--- src/rtl/div_pkg.sv ---
// Shared types and defaults for the iterative restoring divider.
package div_pkg;

    localparam int unsigned DIV_N = 8;

    typedef enum logic [1:0] {
        IDLE   = 2'd0,
        DIVIDE = 2'd1,
        DONE   = 2'd2
    } state_t;

endpackage

--- src/rtl/div_step.sv ---
// One combinational restoring-division step: shift {r,q} left, trial-subtract d, keep or restore.
module div_step #(
    parameter int unsigned N = 8
) (
    input  logic [N:0]     r,
    input  logic [2*N-1:0] q,
    input  logic [N-1:0]   d,
    output logic [N:0]     r_next,
    output logic [2*N-1:0] q_next
);

    logic [N:0] r_shift;
    logic [N:0] op2;
    logic [N:0] trial;
    logic [N+1:0] carry;

    assign r_shift = {r[N-1:0], q[2*N-1]};
    assign op2     = ~{1'b0, d};

    // Ripple-carry add of the inverted divisor with carry-in 1 forms r_shift - d mod 2^(N+1).
    assign carry[0] = 1'b1;
    genvar i;
    generate
        for (i = 0; i <= N; i++) begin : g_rca
            assign trial[i]   = r_shift[i] ^ op2[i] ^ carry[i];
            assign carry[i+1] = (r_shift[i] & op2[i]) | (carry[i] & (r_shift[i] ^ op2[i]));
        end
    endgenerate

    // A clear MSB means the trial difference is non-negative.
    assign r_next = trial[N] ? r_shift : trial;
    assign q_next = {q[2*N-2:0], ~trial[N]};

    logic unused_carry;
    assign unused_carry = carry[N+1];

endmodule

--- src/rtl/seq_divider.sv ---
// Iterative restoring unsigned divider: 2N-bit dividend / N-bit divisor, one quotient bit per clock.
module seq_divider
    import div_pkg::*;
#(
    parameter int unsigned N = DIV_N
) (
    input  logic           clk,
    input  logic           reset,
    input  logic           start,
    input  logic [2*N-1:0] dividend,
    input  logic [N-1:0]   divisor,
    output logic           busy,
    output logic           done,
    output logic [2*N-1:0] quotient,
    output logic [N-1:0]   remainder,
    output logic           dbz
);

    localparam int unsigned QW = 2 * N;
    localparam int unsigned CW = $clog2(QW);

    state_t         state;
    logic [N:0]     r;
    logic [QW-1:0]  q;
    logic [N-1:0]   d;
    logic [CW-1:0]  count;
    logic [N:0]     r_next;
    logic [QW-1:0]  q_next;

    div_step #(.N(N)) u_step (
        .r      (r),
        .q      (q),
        .d      (d),
        .r_next (r_next),
        .q_next (q_next)
    );

    always_ff @(posedge clk) begin
        if (reset) begin
            state <= IDLE;
            busy  <= 1'b0;
            done  <= 1'b0;
            dbz   <= 1'b0;
            r     <= '0;
            q     <= '0;
            d     <= '0;
            count <= '0;
        end else begin
            done <= 1'b0;
            case (state)
                IDLE: begin
                    if (start) begin
                        if (divisor != '0) begin
                            q     <= dividend;
                            d     <= divisor;
                            r     <= '0;
                            count <= CW'(QW - 1);
                            dbz   <= 1'b0;
                            busy  <= 1'b1;
                            state <= DIVIDE;
                        end else begin
                            // Divide-by-zero skips the iteration and reports all-ones.
                            q     <= '1;
                            r     <= '0;
                            dbz   <= 1'b1;
                            done  <= 1'b1;
                            state <= DONE;
                        end
                    end
                end
                DIVIDE: begin
                    r     <= r_next;
                    q     <= q_next;
                    count <= count - CW'(1);
                    if (count == '0) begin
                        busy  <= 1'b0;
                        done  <= 1'b1;
                        state <= DONE;
                    end
                end
                DONE: begin
                    state <= IDLE;
                end
                default: begin
                    state <= IDLE;
                end
            endcase
        end
    end

    assign quotient  = q;
    assign remainder = r[N-1:0];

endmodule

--- config.mk ---
export PLATFORM = sky130hd
export DESIGN_NAME = seq_divider
export DESIGN_NICKNAME = d
export VERILOG_FILES = /design/src/rtl/div_pkg.sv /design/src/rtl/div_step.sv /design/src/rtl/seq_divider.sv
export SDC_FILE = /design/constraint.sdc
export NUM_CORES = 1
export LEC_CHECK = 0
export ABC_AREA = 0
export CAP_MARGIN = 10
export CORE_MARGIN = 5
export CORE_UTILIZATION = 30
export CTS_CLUSTER_SIZE = 28
export DETAILED_ROUTE_END_ITERATION = 10
export PLACE_DENSITY = 0.64
export SLEW_MARGIN = 10
export SYNTH_ARGS = -nofsm -noshare
export SYNTH_HDL_FRONTEND = slang
export SYNTH_SLANG_ARGS = --single-unit
--- constraint.sdc ---
create_clock -name clk -period 3.89 [get_ports clk]
set_input_delay 0.778 -clock clk [delete_from_list [all_inputs] [get_ports clk]]
set_output_delay 0.778 -clock clk [all_outputs]
set_load 0.01 [all_outputs]
==> run_results.csv <==
group,metric,value,unit
clock_tree,cts_buffer_depth,2,
sta,max_slew_margin,0.527,
final_layout,final_common_cell,"clkdlybuf4s50_1",
floorplanning,io_pins,54,
pwr,p_per_area,454,mW/mm^2
logic_synthesis,synth_nets,254,
final_layout,final_cell_mix,"clkdlybuf4s50_1, dfxtp_1, inv_1",
min_path,hold_class,"register to register",
grt,grt_max_degree,20,
grt,grt_pass1_vias,1747,
sta,finalMaxSlewViolations,0,
final_layout,syn2layout_area_growth,36.3,%
critical_path,required,4.12,ns
sta,setup_slack,0.369,ns
sta,finalSetupTns,0,ns
sta,fin_skew,0.0112,ns
placed_design,pre_cts_ws,0.397,ns
pwr,power.leakage,1.01,nW
route,ant_nets,0,
clock_tree,clock_latency,0.29,ns
critical_path,cp_top_family,"adder cells",
critical_path,path_class,"register to register",
placed_design,port_buffers,53,
grt,overflow,0,
critical_path,cp.buffers_inverters,3,
route,drt_first_pass_iters,4,
grt,antenna_found_initial,0,
sta,layout_min_cycle_time,3.52,ns
pwr,p_sw_frac,0.287,
job,max-cap-violations,0,
clock_tree,cts_made_buffers,5,
critical_path,end_kind,"register",
route,wl_per_cell,14.3,um
floorplanning,rows,30,
route,dr_total_vias,1789,
pwr,p_seq_frac,0.395,
clock_tree,tritoncts,"done",
critical_path,cp_max_fo,9,
critical_path,arrival,3.75,ns
pwr,combinationalPowerShare,0.293,
clock_tree,clockRootBuffer,"clkbuf_8",
pwr,ir_worst_vdd,154,uV
final_layout,drive_above_1_share,0.0812,
logic_synthesis,synth-async-reset-ratio,0,
critical_path,path_cells,"inv_1, ha_1, fa_1, fa_1, fa_1, fa_1, inv_1, fa_1, fa_1, fa_1, xor2_2, buf_4, mux2i_1, a22o_1",
pwr,p_sw,0.000371,W
route,wirelength,5.24,mm
route,drc,0,
floorplanning,die-area,0.00873,mm^2
pwr,p_clk_frac,0.312,
logic_synthesis,ys_ff_latch,41,
critical_path,critical-path-max-stage-delay,0.39,ns
sta,max_slew.worst_pin.slew,0.708,ns
pwr,p_int,0.000920,W
final_layout,nNetsFinal,306,
logic_synthesis,yosysSeqAreaShare,0.393,
logic_synthesis,syn_inst,218,
floorplanning,die_w,93.4,um
sta,max_freq,284,MHz
final_layout,diodes,0,
min_path,min_path_cells,2,
logic_synthesis,ys.warnings.count,0,
sta,hold_viol,0,
route,viasPerCell,4.87,
route,drt_iter0_drc,80,
grt,track_usage,0.120,
logic_synthesis,netlist_area,0.00209,mm^2
logic_synthesis,synth_edf_count,0,
placed_design,place.gp.congestion,0.809,
sta,setup_viol,0,
logic_synthesis,synthFlopType,"dfxtp_1",
logic_synthesis,synth_cell_types,38,
clock_tree,ctsHoldBuffers,0,
clock_tree,clk_pin_slew,0.08,ns
critical_path,worstSetupStartpointType,"register",
floorplanning,core-area,0.00679,mm^2
placed_design,hpwl,3.90,mm
grt,grt_pass1_wl,8.40,mm
critical_path,cpMostUsedCell,"fa_1",
outcome,status,"finished clean",
logic_synthesis,postSynthAreaPerCell,9.58,um^2
clock_tree,ctsHtreeMaxLevel,2,
sta,rsz0062_at_grt,"false",
critical_path,worst-r2r-cell-count,14,
clock_tree,cts_setup_buffers,0,
clock_tree,cts_resized,0,
critical_path,path_depth,14,
sta,fin_crit_sh,0.905,
critical_path,cp_slowest_cell,"fa_1",
floorplanning,start_util,0.307,
floorplanning,die_y,93.4,um
clock_tree,numClockSinks,41,
-- final timing paths --
check | start | to | slack (ns)
worst max-delay path | quotient[15]$_SDFFE_PP0P_ | r[3]$_SDFFE_PP0P_ | 0.37
worst min-delay path | quotient[7]$_SDFFE_PP0P_ | quotient[7]$_SDFFE_PP0P_ | 0.48
worst max register to register | quotient[15]$_SDFFE_PP0P_ | r[3]$_SDFFE_PP0P_ | 0.37
worst min register to register | quotient[7]$_SDFFE_PP0P_ | quotient[7]$_SDFFE_PP0P_ | 0.48
-- power groups by stage --
stage	combinational [W]	clock, W	sequential, W
3_3_place_gp	0.000372	0	0.000520
3_5_place_dp	0.000382	0	0.000520
4_1_cts	0.000383	0.000412	0.000511
2_1_floorplan	0.000220	0	0.000526
5_1_grt	0.000416	0.000434	0.000518
6_report	0.000378	0.000402	0.000511
-- flip-flops by register name, indices dropped and copies added, names as in the netlist --
name / flops
busy: 1
r: 8
state: 2
done: 1
d: 8
dbz: 1
quotient: 16
count: 4
-- cells by family (layout without fill, tap and decap cells) --
group	after synthesis	count (layout)	share of synthesized area
compound gates	63	63	0.234
fa+ha+maj	9	9	0.0791
buf+inv	43	96	0.0863
xor+xnor	1	1	0.00779
simple gates	53	53	0.161
mux	8	8	0.0383
flops	41	41	0.393
-- worst min-delay path, stage by stage, from the launching register on --
cell	delay (ns)
dfxtp_1	0.33
inv_1	0.05
o32ai_1	0.06
-- routing by layer --
layer	GRT usage	share of wire
met4	0.0501	0.014
met1	0.155	0.47
met3	0.0322	0.051
met5	0	0
met2	0.189	0.47
-- cell type report --
type	instances	area (um^2)
timing repair buffer	59	576
clock inverter	3	65.1
tap	96	120
inverter	29	109
sequential	41	821
fill	655	3950
multi-input combinational	134	1090
clock buffer	5	68.8
-- synth_stat cells, drive strengths merged (6+ instances only) --
| cell type | count | area, um^2 |
|---|---|---|
| a211oi | 16 | 120 |
| clkbuf | 8 | 30.0 |
| mux2i | 8 | 80.1 |
| nand2b | 9 | 56.3 |
| inv | 28 | 105 |
| o21ai | 9 | 45.0 |
| o32ai | 17 | 149 |
| nor2 | 19 | 71.3 |
| fa | 7 | 140 |
| buf | 6 | 41.3 |
| dfxtp | 41 | 821 |
| nand3b | 8 | 60.1 |
-- per-stage QoR --
step                hold WS [ns]  instance area [um^2]  cells  utilization  total power (W)
detailed placement         0.471                  2710    359        0.399         0.000901
global placement           0.460                  2710    359        0.399         0.000893
CTS                        0.485                  2850    367        0.419          0.00131
floorplan                  0.435                  2090    218            -         0.000746
global route               0.503                  2850    367        0.419          0.00137
finish                     0.480                  2850    367        0.419          0.00129
(Power assumes the default switching activity.)
